$ cat src/rtl/brick_wall.sv
// brick_wall: breakout brick field with a pixel renderer and a
// one-brick-per-cycle collision scanner driven by frame_tick.
// Ports:
//   clock, reset (async, active low), start (rebuild on rising edge),
//   frame_tick (start a scan), x_ball/y_ball (ball centre),
//   next_x/next_y (pixel being rendered) ->
//   brick_pixel/brick_row (1-cycle latency), hit_brick/bounce_y (hit
//   pulse and bounce axis), bricks_left, cleared, busy.
module brick_wall #(
    parameter int ROWS    = 4,
    parameter int COLS    = 8,
    parameter int BRICK_W = 64,
    parameter int BRICK_H = 16,
    parameter int GAP     = 4,
    parameter int X0      = 48,
    parameter int Y0      = 40,
    parameter int R_BALL  = 8,
    localparam int RW     = (ROWS > 1) ? $clog2(ROWS) : 1
) (
    input  logic          clock,
    input  logic          reset,
    input  logic          start,
    input  logic          frame_tick,
    input  logic [9:0]    x_ball,
    input  logic [9:0]    y_ball,
    input  logic [9:0]    next_x,
    input  logic [9:0]    next_y,
    output logic          brick_pixel,
    output logic [RW-1:0] brick_row,
    output logic          hit_brick,
    output logic          bounce_y,
    output logic [7:0]    bricks_left,
    output logic          cleared,
    output logic          busy
);

    localparam int N  = ROWS * COLS;
    localparam int CW = (COLS > 1) ? $clog2(COLS) : 1;

    localparam logic [10:0] BW1 = 11'(BRICK_W - 1);
    localparam logic [10:0] BH1 = 11'(BRICK_H - 1);
    localparam logic [10:0] RB  = 11'(R_BALL);

    typedef enum logic [1:0] {IDLE, SCAN, HIT} state_t;

    function automatic logic [10:0] col_x(input int c);
        return 11'(X0 + c * (BRICK_W + GAP));
    endfunction

    function automatic logic [10:0] row_y(input int r);
        return 11'(Y0 + r * (BRICK_H + GAP));
    endfunction

    state_t        state_q;
    logic [N-1:0]  alive_q;
    logic [7:0]    left_q;
    logic [7:0]    i_q;
    logic [RW-1:0] row_q;
    logic [CW-1:0] col_q;
    logic [9:0]    xb_q;
    logic [9:0]    yb_q;
    logic          start_q;
    logic          hit_q;
    logic          bnc_q;
    logic          pix_q;
    logic [RW-1:0] prow_q;

    // ---------------- pixel renderer ----------------
    logic [10:0]   px;
    logic [10:0]   py;
    logic          pix_d;
    logic [RW-1:0] prow_d;

    assign px = {1'b0, next_x};
    assign py = {1'b0, next_y};

    always_comb begin
        pix_d  = 1'b0;
        prow_d = '0;
        for (int r = 0; r < ROWS; r++) begin
            for (int c = 0; c < COLS; c++) begin
                if (alive_q[r*COLS+c] &&
                    px >= col_x(c) && px <= col_x(c) + BW1 &&
                    py >= row_y(r) && py <= row_y(r) + BH1) begin
                    pix_d  = 1'b1;
                    prow_d = RW'(r);
                end
            end
        end
    end

    always_ff @(posedge clock or negedge reset) begin
        if (!reset) begin
            pix_q  <= 1'b0;
            prow_q <= '0;
        end else begin
            pix_q  <= pix_d;
            prow_q <= prow_d;
        end
    end

    // ---------------- collision scanner ----------------
    logic [10:0]  xc;
    logic [10:0]  yc;
    logic [10:0]  xl;
    logic [10:0]  xh;
    logic [10:0]  yl;
    logic [10:0]  yh;
    logic [10:0]  sx;
    logic [10:0]  sy;
    logic [N-1:0] kill_d;
    logic         overlap_d;
    logic         hit_d;
    logic         bounce_d;
    logic         start_edge;
    logic         last_d;

    assign xc = {1'b0, xb_q};
    assign yc = {1'b0, yb_q};
    // Lower box edges clamp at the screen origin.
    assign xl = (xc >= RB) ? xc - RB : '0;
    assign yl = (yc >= RB) ? yc - RB : '0;
    assign xh = xc + RB;
    assign yh = yc + RB;
    assign sx = col_x(int'(col_q));
    assign sy = row_y(int'(row_q));

    always_comb begin
        kill_d    = '0;
        kill_d[0] = 1'b1;
        kill_d    = kill_d << i_q;
    end

    assign overlap_d  = (sx <= xh) && (sx + BW1 >= xl) &&
                        (sy <= yh) && (sy + BH1 >= yl);
    assign hit_d      = (state_q == SCAN) && |(alive_q & kill_d) &&
                        overlap_d;
    // Centre inside the brick's columns means a top/bottom strike.
    assign bounce_d   = (xc >= sx) && (xc <= sx + BW1);
    assign start_edge = start & ~start_q;
    assign last_d     = (i_q == 8'(N - 1));

    always_ff @(posedge clock or negedge reset) begin
        if (!reset) begin
            state_q <= IDLE;
            alive_q <= '1;
            left_q  <= 8'(N);
            i_q     <= '0;
            row_q   <= '0;
            col_q   <= '0;
            xb_q    <= '0;
            yb_q    <= '0;
            start_q <= 1'b0;
            hit_q   <= 1'b0;
            bnc_q   <= 1'b0;
        end else begin
            start_q <= start;
            hit_q   <= 1'b0;
            if (start_edge) begin
                state_q <= IDLE;
                alive_q <= '1;
                left_q  <= 8'(N);
                i_q     <= '0;
                row_q   <= '0;
                col_q   <= '0;
            end else begin
                unique case (state_q)
                    IDLE: begin
                        if (frame_tick) begin
                            xb_q    <= x_ball;
                            yb_q    <= y_ball;
                            i_q     <= '0;
                            row_q   <= '0;
                            col_q   <= '0;
                            state_q <= SCAN;
                        end
                    end
                    SCAN: begin
                        if (hit_d) begin
                            alive_q <= alive_q & ~kill_d;
                            left_q  <= left_q - 8'd1;
                            bnc_q   <= bounce_d;
                            hit_q   <= 1'b1;
                            state_q <= HIT;
                        end else if (last_d) begin
                            state_q <= IDLE;
                        end else begin
                            i_q <= i_q + 8'd1;
                            if (int'(col_q) == COLS - 1) begin
                                col_q <= '0;
                                row_q <= row_q + 1'b1;
                            end else begin
                                col_q <= col_q + 1'b1;
                            end
                        end
                    end
                    HIT: begin
                        state_q <= IDLE;
                    end
                    default: begin
                        state_q <= IDLE;
                    end
                endcase
            end
        end
    end

    assign brick_pixel = pix_q;
    assign brick_row   = prow_q;
    assign hit_brick   = hit_q;
    assign bounce_y    = bnc_q;
    assign bricks_left = left_q;
    assign cleared     = (left_q == 8'd0);
    assign busy        = (state_q != IDLE);

endmodule

$ cat config.mk
export PLATFORM = sky130hd
export DESIGN_NAME = brick_wall
export DESIGN_NICKNAME = d
export VERILOG_FILES = /design/src/rtl/brick_wall.sv
export SDC_FILE = /design/constraint.sdc
export NUM_CORES = 1
export LEC_CHECK = 0
export ABC_AREA = 1
export BUFFER_PORTS_ARGS = -buffer_cell sky130_fd_sc_hd__buf_4
export CAP_MARGIN = 20
export CORE_ASPECT_RATIO = 0.75
export CORE_MARGIN = 3
export CORE_UTILIZATION = 61
export CTS_CLUSTER_DIAMETER = 150
export DETAILED_ROUTE_END_ITERATION = 8
export HOLD_SLACK_MARGIN = 0.06
export PLACE_DENSITY = 0.81
export SYNTH_ARGS = -nofsm -noshare
export SYNTH_HDL_FRONTEND = slang
export SYNTH_SLANG_ARGS = --single-unit
$ cat constraint.sdc
create_clock -name clock -period 3.46 [get_ports clock]
set_input_delay 0.865 -clock clock [delete_from_list [all_inputs] [get_ports clock]]
set_output_delay 0.865 -clock clock [all_outputs]
set_load 0.005 [all_outputs]
### Yosys cells after proc, flatten, opt, wreduce, memory -nomap -nowiden

Cells that the tools add are included.

| cells by class | value |
|---|---|
| div/mod/pow operators | 0 |
| shift-type cells | 1 |
| equality and inequality tests | 8 |
| muxes and demuxes | 89 |
| multiply operators | 2 |
| $lt $le $gt $ge | 32 |
| $add $sub $neg | 12 |
| reductions and logical operators | 147 |
| bitwise operators | 6 |

Operators by type and width:

| cell | count |
|---|---|
| logical AND 1 bit | 134 |
| 2-to-1 mux 32 bit | 3 |
| AND 32 bit | 2 |
| 2-to-1 mux 2 bit | 32 |
| 2-to-1 mux 8 bit | 7 |
| <= comparator 10 x 7 -> 1 bit, second input constant | 4 |
| 2-to-1 mux 1 bit | 36 |
| inverter 32 bit | 1 |
| OR reduction 32 bit | 1 |
| << shifter 1 x 8 -> 32 bit, first input constant | 1 |
| greater-or-equal comparator 10 x 6 -> 1 bit, second input constant | 3 |
| greater-or-equal comparator 10 x 7 -> 1 bit, second input constant | 3 |
| greater-or-equal comparator 10 x 9 -> 1 bit, second input constant | 3 |
| <= comparator 10 x 9 -> 1 bit, second input constant | 3 |
| adder 10 x 4 -> 11 bit, second input constant | 2 |
| 2-to-1 mux 11 bit | 2 |
| subtractor 10 x 4 -> 11 bit, second input constant | 2 |
| greater-or-equal comparator 10 x 4 -> 1 bit, second input constant | 2 |
| greater-or-equal comparator 10 x 8 -> 1 bit, second input constant | 2 |
| <= comparator 10 bit, second input constant | 2 |
| <= comparator 10 x 8 -> 1 bit, second input constant | 2 |
| one-hot mux 8 bit (2 select lines) | 1 |
| 2-to-1 mux 3 bit | 5 |
| adder 11 x 6 -> 11 bit, second input constant | 1 |
| other kinds (35) | 43 |

| storage, ports and cells | value |
|---|---|
| logic and storage cells | 310 |
| memories | 0 |
| latch bits | 0 |
| register bits after elaboration | 81 |
| input bits | 44 |
| output and inout port bits | 15 |
| memory bits (writable) | 0 |
| memory bits (read-only) | 0 |

### Longest topological paths before layout

| depth | value |
|---|---|
| depth after elaboration | 37 |
| mapped depth | 22 |
| mapped depth without buffers | 21 |

### Worst setup path before layout

No wires, ideal clock.

| timing path | value |
|---|---|
| path type | register to register |
| start | register col_q[2] |
| end | register i_q[4] |
| data arrival time | 2.871 ns |
| clock period less this slack | 2.998 ns |
| setup time | 0.127 ns |
| data required time | 3.333 ns |
| slack | 0.462 ns |
| path buffers | 1 |
| stages on the path, launching flop included | 18 |
| cell sequence | dfrtp_1 > ha_1 > or2_2 > nand2_1 > nor2_1 > nand2_1 > xor2_1 > inv_1 > ha_1 > nand4_1 > or2_2 > o21ai_0 > nand2_1 > nor2_4 > nand3_4 > nand2_4 > buf_6 > o21ai_0 |

| between the ends | value |
|---|---|
| cells in the longest elaborated chain, start to end | 10 |
| elaborated cells between the ends (all ways) | 11 |
| classes of those cells | add/sub (2); mul (1); order compare (2); eq/ne (1); reduce/logical (5) |

Ends and longest elaborated chain:

| item | line | text |
|---|---|---|
| start, declared | 59 | `logic [CW-1:0] col_q;` |
| start signal, assigned | 193 | `col_q <= col_q + 1'b1;` |
| multiplier 3 x 5 -> 8 bit (*) | 47 | `return 11'(X0 + c * (BRICK_W + GAP));` |
| adder 6 x 10 -> 11 bit (*) | 47 |  |
| adder 11 x 6 -> 11 bit | 134 | `assign overlap_d = (sx <= xh) && (sx + BW1 >= xl) &&` |
| greater-or-equal comparator 11 bit | 134 |  |
| logical AND 1 bit (*) (2 in a row) | 134 |  |
| logical AND 1 bit (*) | 135 | `(sy <= yh) && (sy + BH1 >= yl);` |
| logical AND 1 bit (*) | 136 | `assign hit_d = (state_q == SCAN) && \|(alive_q & kill_d) &&` |
| != test 3 bit (no source line) (*) | - |  |
| AND reduction 4 bit (no source line) (*) | - |  |
| end signal, assigned | 188 | `i_q <= i_q + 8'd1;` |
| end, declared | 57 | `logic [7:0] i_q;` |

Every way passes the cells marked *; elsewhere a longest branch is shown, timed or not.
A chain may end at the register's enable or synchronous reset.

### Worst setup path in the final report

| timing path | value |
|---|---|
| start | register col_q[0] |
| end | register row_q[0] |

| between the ends | value |
|---|---|
| cells in the longest elaborated chain, start to end | 10 |
| elaborated cells between the ends (all ways) | 13 |
| classes of those cells | add/sub (2); mul (1); order compare (2); eq/ne (3); reduce/logical (5) |

Ends and longest elaborated chain:

| item | line | text |
|---|---|---|
| multiplier 3 x 5 -> 8 bit | 47 |  |
| adder 6 x 10 -> 11 bit | 47 |  |
| adder 11 x 6 -> 11 bit | 134 |  |
| greater-or-equal comparator 11 bit | 134 |  |
| logical AND 1 bit (2 in a row) | 134 |  |
| logical AND 1 bit | 135 |  |
| logical AND 1 bit | 136 |  |
| != test 3 bit (no source line) | - |  |
| AND reduction 5 bit (no source line) (*) | - |  |
| end signal, assigned | 191 | `row_q <= row_q + 1'b1;` |
| end, declared | 58 | `logic [RW-1:0] row_q;` |

Marks and branches as above.

==> impl_metrics.py <==
metrics = {
    "status": {
        "status": "finished clean",
    },
    "synth": {
        "netlist_instances": 934,
        "synth-simple-area-share_pct": 32.8,
        "synth_area_leaders": "dfrtp_1 (18%), dfstp_2 (13%), ha_1 (12%), nand2_1 (11%), nor2_1 (9.3%)",
        "synth_nets": 1042,
        "synth_top_family_by_area": "simple AND/OR/NAND/NOR gates",
        "synth_compound_area_share_pct": 12.0,
        "postSynthAreaPerCell_um2": 7.06,
        "synth_xor_area_share_pct": 2.39,
        "synth-async-reset-ratio_pct": 100,
        "ys_ff_latch": 81,
        "muxShareOfSynthArea_pct": 1.03,
        "yosysSeqAreaShare_pct": 31.4,
        "synthAdderAreaFrac_pct": 12.1,
        "synth_area_mm2": 0.00659,
        "yosys.area.top_type": "dfrtp_1",
        "synth_edf_count": 0,
        "synth-main-ff-cell": "dfrtp_1",
        "yosysUniqueCellTypes": 49,
        "yosys.area.top_type_share_pct": 18.2,
        "ys.warnings.count": 0,
    },
    "cts": {
        "worstSkewPairLatency_ps": 340,
        "holdBufCountCts": 0,
        "cts_sinks": 81,
        "clock_path_buffers": 2,
        "cts_tree": "yes",
        "htree_levels": 3,
        "clk_pin_slew_worst_paths_ps": 70,
        "cts_buffers": 9,
        "cts-root-buf": "clkbuf_16",
    },
    "finish": {
        "drive_above_1_share_pct": 16.9,
        "area_growth_pct": 14.8,
        "final_net_count": 1111,
        "multi_input_area_mm2": 0.00401,
        "n_fill_cell": 835,
        "final-seq-area_mm2": 0.00207,
        "fin_area_mm2": 0.00757,
        "diodes": 0,
    },
    "drt": {
        "wl_per_cell_um": 14.7,
        "wirelength_mm": 16.8,
        "dr.pass1.iters": 8,
        "ant_nets": 0,
        "routed_via_density": 5.71,
        "routed-via-count": 6535,
        "drcViolationCount": 0,
        "dr.first_iter.drc_count": 637,
    },
    "sta": {
        "hold_ws_ps": 477,
        "fin_tns_setup_ps": 0,
        "period_needed_ps": 3350,
        "max_freq_ghz": 0.298,
        "skew_ps": 6.89,
        "fin_crit_sh_pct": 96.9,
        "slew_viol_final": 0,
        "slew_headroom_pct": 37.3,
        "hold_viol": 0,
        "tightest_slew_ps": 938,
        "finalSetupViolCount": 0,
    },
    "global_route": {
        "grt-ovfl-total": 0,
        "grt_antenna_before_repair": 0,
        "grt_pass1_vias": 5695,
        "grt_pass1_wl_mm": 27.9,
        "grtUsageTotal_pct": 28.2,
        "grt_max_degree": 43,
    },
    "worst_setup_path": {
        "start_kind": "register",
        "r2r_cells": 18,
        "end_kind": "register",
        "critPathRequiredTime_ps": 3740,
        "worstPathArrival_ps": 3640,
        "critPathKind": "register to register",
        "path_max_fanout": 6,
    },
    "hold_path": {
        "hp-class": "register to register",
        "min_path_cells": 2,
    },
    "die": {
        "dieArea_mm2": 0.0121,
        "core_area_mm2": 0.0104,
        "die_h_um": 96.0,
        "start_util_pct": 63.3,
        "die_w_um": 126,
        "num_rows": 32,
        "io_pins": 59,
    },
    "pwr": {
        "powerDensity_mw_per_mm2": 598,
        "power.leakage_nw": 3.85,
        "vdd_drop_max_uv": 398,
        "power_mw": 4.53,
    },
    "placement": {
        "gp_congestion": 0.928,
        "place_area_mm2": 0.00724,
        "dp_hpwl_mm": 12.6,
        "port_buffers": 54,
    },
    "run": {
        "drv_cap": 0,
    },
}
synth_stat cells (all sizes together) (2+ instances only):
master  instances
nor3b           9
dfrtp          48
clkbuf          6
o31a            2
nand2         203
nor2          171
xnor2           3
xor2           15
o31ai           3
o22ai           2
o21bai          2
or2             4
nand3          68
buf            14
o21ai          47
a31oi           3
nor3           14
inv           110
o21a            2
mux2            6
a21o            4
dfstp          33
o211ai          2
nor4            4
a21oi          62
ha             64
nand4          23
state kept, by name, indices dropped and copies added, names as in the netlist:
| name | count |
|---|---|
| hit_brick | 1 |
| brick_row | 2 |
| col_q | 3 |
| bounce_y | 1 |
| start_q | 1 |
| state_q | 2 |
| i_q | 8 |
| row_q | 2 |
| alive_q | 32 |
| bricks_left | 8 |
| brick_pixel | 1 |
| xb_q | 10 |
| yb_q | 10 |
metrics by stage:
step                      utilization [%]  setup WS (ps)  cells
after floorplan                         -            462    934
after global placement               69.6           96.6   1126
after detailed placement             69.6           16.2   1126
after CTS                            72.2           14.3   1142
after global routing                 72.7          -97.2   1144
final                                72.7            106   1144
cells by family (layout without fill, tap and decap cells):
kind of cell,Yosys count,after routing
and+or+nand+nor,498,498
adders and majority gates,64,64
xor gates and xnor gates,18,18
AOI/OAI and AO/OA,136,136
buffers and inverters,131,205
muxes,6,6
DFF,81,81
power breakdown:
group / switching (mW) / internal (mW) / leakage, nW
sequential: 0.187 / 1.11 / 0.943
combinational: 1.40 / 0.936 / 2.78
clock: 0.405 / 0.492 / 0.131
worst max-delay path, stage by stage, from the launching register on:
cell	delay, ps
dfrtp_2	440
ha_1	230
inv_1	60
ha_1	340
inv_1	100
nor2_1	160
xor2_1	260
ha_1	200
nand2_1	100
nor4_1	320
nor2_1	100
o21ai_2	90
nand2_2	90
nor2_4	180
nand3_4	190
buf_4	210
nand3_1	90
nand2_1	70
nand2_1	60
cell type report:
type	count	area share (%)
Tap cell	136	2.25
Clock inverter	5	0.513
Multi-Input combinational cell	722	53.0
Timing Repair Buffer	78	8.23
Inverter	111	5.54
Sequential cell	81	27.3
Clock buffer	11	3.08
layout by cell type (no fill, tap or decap), drive strengths merged, types with 6 or more instances in the layout:
master and n:
a21oi 62, buf 78, clkbuf 11, dfrtp 48, dfstp 33, ha 64, inv 112, mux2 6
nand2 203, nand3 68, nand4 23, nor2 171, nor3 14, nor3b 9, o21ai 47, xor2 15
metal layers:
metal / part of all wire [%] / vias to the layer above / global-route usage, %
li1: - / 3208 / -
met1: 47 / 2988 / 42.7
met2: 41 / 311 / 40.7
met3: 10 / 28 / 6.82
met4: 1.4 / 0 / 5.98
met5: 0 / - / 0
final timing paths:
check,startpoint,slack [ps],to
min in group asynchronous,reset,500,xb_q[6]$_DFFE_PN0P_
max reg2reg,col_q[0]$_DFFE_PN0P_,110,row_q[0]$_DFFE_PN0P_
min,alive_q[6]$_DFFE_PN1P_,480,alive_q[6]$_DFFE_PN1P_
max in group asynchronous,reset,2280,alive_q[9]$_DFFE_PN1P_
min reg2reg,alive_q[6]$_DFFE_PN1P_,480,alive_q[6]$_DFFE_PN1P_
max,col_q[0]$_DFFE_PN0P_,110,row_q[0]$_DFFE_PN0P_
what timing repair did:
action                     in CTS  in global routing
setup endpoints to repair       0                 54
gates resized for setup         0                 10
buffers inserted                0                  2
No activity file was read; power rests on OpenSTA's default activity.
